===== config.mk =====
export PLATFORM = sky130hd
export DESIGN_NAME = eth_rx_mac
export DESIGN_NICKNAME = d
export VERILOG_FILES = /design/src/rtl/eth_rx_mac.sv
export SDC_FILE = /design/constraint.sdc
export NUM_CORES = 1
export LEC_CHECK = 0
export ABC_AREA = 1
export CORE_ASPECT_RATIO = 1.1
export CORE_MARGIN = 10
export CORE_UTILIZATION = 30
export DETAILED_ROUTE_END_ITERATION = 12
export MAX_ROUTING_LAYER = met4
export PLACE_DENSITY = 0.49
export SYNTH_ARGS = -nofsm -noshare
export SYNTH_HDL_FRONTEND = slang
export SYNTH_SLANG_ARGS = --single-unit

===== constraint.sdc =====
create_clock -name i_rx_clk -period 6.4 [get_ports i_rx_clk]
set_input_delay 1.28 -clock i_rx_clk [delete_from_list [all_inputs] [get_ports i_rx_clk]]
set_output_delay 1.28 -clock i_rx_clk [all_outputs]
set_load 0.01 [all_outputs]

===== src/rtl/eth_rx_mac.sv =====
// Receive MAC: strips preamble/SFD, writes frame bytes into the frame buffer and
// reports CRC / length / address status with a single strobe per frame.
module eth_rx_mac #(
  parameter int MAX_LEN = 1518,
  parameter int MIN_LEN = 64,
  parameter int AW      = 11
) (
  input  logic          i_rx_clk,
  input  logic          i_rx_rst,
  input  logic          i_rx_dv,
  input  logic [7:0]    i_rx_data,
  input  logic [47:0]   i_mac_addr,
  input  logic          i_promisc,
  output logic          o_wr_en,
  output logic [AW-1:0] o_wr_addr,
  output logic [7:0]    o_wr_data,
  output logic          o_frame_done,
  output logic [AW:0]   o_frame_len,
  output logic          o_frame_ok,
  output logic          o_err_crc,
  output logic          o_err_len,
  output logic          o_err_addr,
  output logic [15:0]   o_good_cnt,
  output logic [15:0]   o_bad_cnt
);
  localparam int CW = AW + 1;
  localparam logic [CW-1:0] LEN_MAX = CW'(MAX_LEN);
  localparam logic [CW-1:0] LEN_SAT = CW'(MAX_LEN + 1);
  localparam logic [CW-1:0] LEN_MIN = CW'(MIN_LEN);
  localparam logic [CW-1:0] DA_LEN  = CW'(6);
  localparam logic [31:0]   RESIDUE = 32'hC704DD7B;

  typedef enum logic [2:0] {S_IDLE, S_PRE, S_DATA, S_DONE, S_DROP} state_t;
  state_t state, state_nx;

  logic [CW-1:0] cnt;
  logic [31:0]   crc;
  logic          da_miss, bc_miss;
  logic          sfd_hit, take, finish, tally;
  logic [7:0]    da_byte;
  logic          crc_err, len_err, addr_err;

  // Reflected CRC-32 byte update (LSB-first, poly 0x04C11DB7 reversed).
  function automatic logic [31:0] crc_next(input logic [31:0] c, input logic [7:0] d);
    logic [31:0] r;
    r = c ^ {24'd0, d};
    for (int i = 0; i < 8; i++) r = r[0] ? ((r >> 1) ^ 32'hEDB88320) : (r >> 1);
    return r;
  endfunction

  function automatic logic [31:0] bit_rev(input logic [31:0] c);
    logic [31:0] r;
    for (int i = 0; i < 32; i++) r[i] = c[31-i];
    return r;
  endfunction

  always_ff @(posedge i_rx_clk or posedge i_rx_rst) begin
    if (i_rx_rst) state <= S_IDLE;
    else          state <= state_nx;
  end

  // DONE also watches for 0x55 so a one-cycle inter-frame gap is enough.
  always_comb begin
    state_nx = state;
    case (state)
      S_IDLE: if (i_rx_dv && i_rx_data == 8'h55) state_nx = S_PRE;
      S_PRE: begin
        if (!i_rx_dv)                 state_nx = S_IDLE;
        else if (i_rx_data == 8'hD5)  state_nx = S_DATA;
        else if (i_rx_data != 8'h55)  state_nx = S_DROP;
      end
      S_DATA: if (!i_rx_dv) state_nx = S_DONE;
      S_DONE: state_nx = (i_rx_dv && i_rx_data == 8'h55) ? S_PRE : S_IDLE;
      S_DROP: if (!i_rx_dv) state_nx = S_IDLE;
      default: state_nx = S_IDLE;
    endcase
  end

  always_comb begin
    sfd_hit = 1'b0;
    take    = 1'b0;
    finish  = 1'b0;
    tally   = 1'b0;
    case (state)
      S_PRE:  sfd_hit = i_rx_dv && (i_rx_data == 8'hD5);
      S_DATA: begin
        take   = i_rx_dv;
        finish = !i_rx_dv;
      end
      S_DONE: tally = 1'b1;
      default: ;
    endcase
  end

  always_comb begin
    case (cnt[2:0])
      3'd0:    da_byte = i_mac_addr[47:40];
      3'd1:    da_byte = i_mac_addr[39:32];
      3'd2:    da_byte = i_mac_addr[31:24];
      3'd3:    da_byte = i_mac_addr[23:16];
      3'd4:    da_byte = i_mac_addr[15:8];
      default: da_byte = i_mac_addr[7:0];
    endcase
  end

  // The register is kept reflected; its bit-reversed form is checked against the residue.
  assign crc_err  = bit_rev(crc) != RESIDUE;
  assign len_err  = (cnt < LEN_MIN) || (cnt > LEN_MAX);
  assign addr_err = (da_miss && bc_miss && !i_promisc) || (cnt < DA_LEN);

  // o_wr_en qualifies o_wr_addr/o_wr_data for one cycle; there is no backpressure.
  always_ff @(posedge i_rx_clk or posedge i_rx_rst) begin
    if (i_rx_rst) begin
      cnt          <= '0;
      crc          <= '1;
      da_miss      <= 1'b0;
      bc_miss      <= 1'b0;
      o_wr_en      <= 1'b0;
      o_wr_addr    <= '0;
      o_wr_data    <= '0;
      o_frame_done <= 1'b0;
      o_frame_len  <= '0;
      o_frame_ok   <= 1'b0;
      o_err_crc    <= 1'b0;
      o_err_len    <= 1'b0;
      o_err_addr   <= 1'b0;
      o_good_cnt   <= '0;
      o_bad_cnt    <= '0;
    end else begin
      o_wr_en      <= take && (cnt < LEN_MAX);
      o_frame_done <= finish;
      if (sfd_hit) begin
        cnt     <= '0;
        crc     <= '1;
        da_miss <= 1'b0;
        bc_miss <= 1'b0;
      end
      if (take) begin
        crc <= crc_next(crc, i_rx_data);
        if (cnt != LEN_SAT) cnt <= cnt + 1'b1;
        if (cnt < LEN_MAX) begin
          o_wr_addr <= cnt[AW-1:0];
          o_wr_data <= i_rx_data;
        end
        if (cnt < DA_LEN) begin
          if (i_rx_data != da_byte) da_miss <= 1'b1;
          if (i_rx_data != 8'hFF)   bc_miss <= 1'b1;
        end
      end
      if (finish) begin
        o_frame_len <= cnt;
        o_err_crc   <= crc_err;
        o_err_len   <= len_err;
        o_err_addr  <= addr_err;
        o_frame_ok  <= !(crc_err || len_err || addr_err);
      end
      if (tally) begin
        if (o_frame_ok) o_good_cnt <= o_good_cnt + 16'd1;
        else            o_bad_cnt  <= o_bad_cnt + 16'd1;
      end
    end
  end
endmodule

==> key figures <==
Run status
  • Outcome: finished clean

Place
  • Placer Congestion: 0.869
  • # port buffers: 128
  • Dpl cell area: 8460 µm²
  • Dpl hpwl: 16300 µm
  • Placed cells: 1298

Pwr
  • Peak supply drop: 0.000203 V
  • LEAKAGE: 4.18 nW
  • Pwr dens: 433 nW/µm²

Setup path
  • Worst path cell trace: clkdlybuf4s50_1 -> nand2_1 -> nor3_1 -> nand3_1 -> nand2_1 -> buf_4 -> o21ai_0 -> o21ai_0
  • Slowest stage delay, CP: 0.71 ns
  • Crit Path Max Fanout: 22
  • Critical Path Source Type: input pin
  • Critical path's slowest cell: clkdlybuf4s50_1
  • CP arrival: 3.69 ns
  • Kind of critical path: in -> reg
  • WP data required: 6.74 ns
  • Crit. End Element: register

Final layout
  • Nets: 1084
  • Final instance area: 9080 µm²
  • Finished Layout Cells: 1330
  • Area of the multi-input gates: 3420 µm²
  • Reg area: 2990 µm²
  • Share of cells above drive strength 1: 0.0922
  • Filler cells: 2382
  • Ant diodes: 0
  • Synthesis-to-layout area growth: 31.7%

Die
  • Initial core utilization: 0.303
  • FP Rows: 58
  • Area of the core: 22700 µm²
  • Die Ht: 179 µm
  • Die area: 29400 µm²
  • Io pins: 129
  • Die Wd: 165 µm

Synth
  • Number of synthesized flops with an enable pin: 0
  • Distinct cells, synth: 43
  • Syn_area_per_cell: 7.78 µm²
  • Post-synthesis sequential area ratio: 0.434
  • Asr flop ratio synth: 1.00
  • Yosys warning total: 0
  • Syn Nets: 953
  • Mapped Cells: 886
  • Post-Syn Area: 6890 µm²
  • FF+latch count, synth: 118
  • Synth Flop Type: dfrtp_1

Route
  • Detailed Route Iter0 Violations: 348
  • Drc violations: 0
  • Drt pass-1 iters: 5
  • Final wirelength: 21300 µm
  • ANT nets after route: 0
  • Vias per cell: 4.66
  • Routed vias: 6194
  • Drt wl/cell: 16.0 µm

Job
  • Max-cap viol count: 0

Global routing
  • Global route overflow: 0
  • Initial antenna violation count: 0
  • First-pass GRT wire length: 34300 µm
  • Vias in the first global route: 6157
  • Largest net degree at the start of global routing: 63
  • Overall Global Routing Usage: 0.152

Timing
  • Hold Vio Cnt, Final: 0
  • Post-layout minimum cycle time: 3.34 ns
  • Final period utilization: 0.522
  • Final setup TNS: 0 ns
  • Least-Margin Pin Slew: 0.797 ns
  • Maximum clock rate: 299 MHz
  • Max_slew headroom: 0.469
  • Max Transition Viols Final: 0
  • Clk_skew: 0.00950 ns
  • RSZ-0062 raised after global routing: false
  • # setup viols final: 0

Clock tree
  • Post-cts resize count: 0
  • Deepest clock path buffer count: 2
  • Cts hold-fix bufs: 0
  • Root Driver: clkbuf_16
  • Clock Pin Slew Worst Setup and Hold Paths: 0.06 ns
  • CTS tree: done
  • TritonCTS Buffers: 17
  • Post-CTS setup buffer count: 0
  • H-tree depth: 4
  • Clock sink total: 118
  • Clock Latency Late Sink: 0.42 ns

Min path
  • HP Class: reg -> reg
## cells in the mapped netlist, types with 3 or more instances
master    number  area [µm²]
buf_4          3        22.5
o21a_1        20         150
nor2_1        61         229
nor4_1         6        37.5
nand2_1      267        1000
dfstp_2       32         841
xnor2_1       24         210
nand2_2        3        18.8
or2_2          3        18.8
clkbuf_1       3        11.3
inv_2          5        18.8
nand4_1       41         257
xnor2_2        3        48.8
nand3_1       50         250
o22ai_1        7        43.8
ha_1           7        87.6
o21ai_0       42         210
dfrtp_1       86        2150
buf_2          9        45.0
nand2_4        3        33.8
inv_1         93         349
a21oi_1       28         140
nor3_1        18        90.1
nor2_2         3        18.8
o211ai_1       4        30.0
xor2_1        43         377
## critical path, delay by kind of cell
kind | cells | cell delay (ns)
simple gates | 4 | 1.12
buf+inv | 2 | 1.01
compound gates | 2 | 0.28
## where the power goes
| part | switching [mW] | total (mW) | internal [mW] | leakage [nW] |
|---|---|---|---|---|
| Clock | 0.394 | 1.02 | 0.624 | 0.302 |
| Sequential | 0.191 | 1.23 | 1.03 | 1.41 |
| Combinational | 1.01 | 1.69 | 0.680 | 2.47 |
## flip-flops by register name, indices dropped and copies added (netlist names)
| name | flops |
|---|---|
| o_frame_done | 1 |
| bc_miss | 1 |
| o_good_cnt | 16 |
| o_frame_len | 12 |
| crc | 32 |
| da_miss | 1 |
| o_wr_en | 1 |
| o_bad_cnt | 16 |
| cnt | 12 |
| o_err_len | 1 |
| o_wr_addr | 11 |
| state | 3 |
| o_frame_ok | 1 |
| o_wr_data | 8 |
| o_err_crc | 1 |
| o_err_addr | 1 |
## stage by stage
stage / utilization / setup WS, ns / hold slack (ns) / total power, mW
floorplan: - / 2.04 / 0.449 / 2.36
CTS: 0.400 / 3.04 / 0.477 / 3.98
detailed placement: 0.373 / 2.60 / 0.468 / 2.94
finish: 0.400 / 3.06 / 0.468 / 3.93
global route: 0.400 / 2.75 / 0.503 / 4.25
global placement: 0.373 / 2.60 / 0.464 / 2.93
## final cells by class
type,count,share of cell area
sequential,118,0.330
tap,300,0.0414
inverter,99,0.0412
clock buffer,17,0.0469
timing repair buffer,131,0.144
multi-input combinational,650,0.376
clock inverter,15,0.0208
## placed cells by master, fill, tap and decap left out, types with 18 or more instances in the layout
cell type and instances:
a21oi_1 28, clkdlybuf4s50_1 128, dfrtp_1 86, dfstp_2 32, inv_1 92, nand2_1 267
nand3_1 50, nand4_1 41, nor2_1 60, nor3_1 18, o21a_1 20, o21ai_0 42
xnor2_1 24, xor2_1 43
## worst paths after layout
kind                                                 start                         end  depth (start not counted)  slack, ns
worst max-delay path                          i_rx_data[7]         crc[26]$_DFFE_PP1P_                          8       3.06
worst min-delay path            o_good_cnt[15]$_DFFE_PP0P_  o_good_cnt[15]$_DFFE_PP0P_                          1       0.47
worst max register to register            cnt[2]$_DFF_PP0_           da_miss$_DFF_PP0_                         12       3.83
worst min register to register  o_good_cnt[15]$_DFFE_PP0P_  o_good_cnt[15]$_DFFE_PP0P_                          1       0.47
max in group asynchronous                         i_rx_rst            cnt[6]$_DFF_PP0_                          3       3.74
min in group asynchronous                         i_rx_rst   o_good_cnt[5]$_DFFE_PP0P_                          2       1.35
## kinds of logic after synthesis
group / share of synthesized area
flops: 0.434
buf+inv: 0.0701
xor+xnor: 0.0986
fa+ha+maj: 0.0127
compound gates: 0.0893
mux: 0.00163
simple gates: 0.293
## per-layer routing
layer / global-route usage / share of wire / vias to the layer above
met4: 0.0432 / 0.015 / 0
met2: 0.253 / 0.50 / 107
li1: - / - / 3143
met3: 0.0225 / 0.041 / 23
met1: 0.188 / 0.44 / 2921
met5: - / 0 / -
Note: power is estimated with default switching activity, not from simulation.
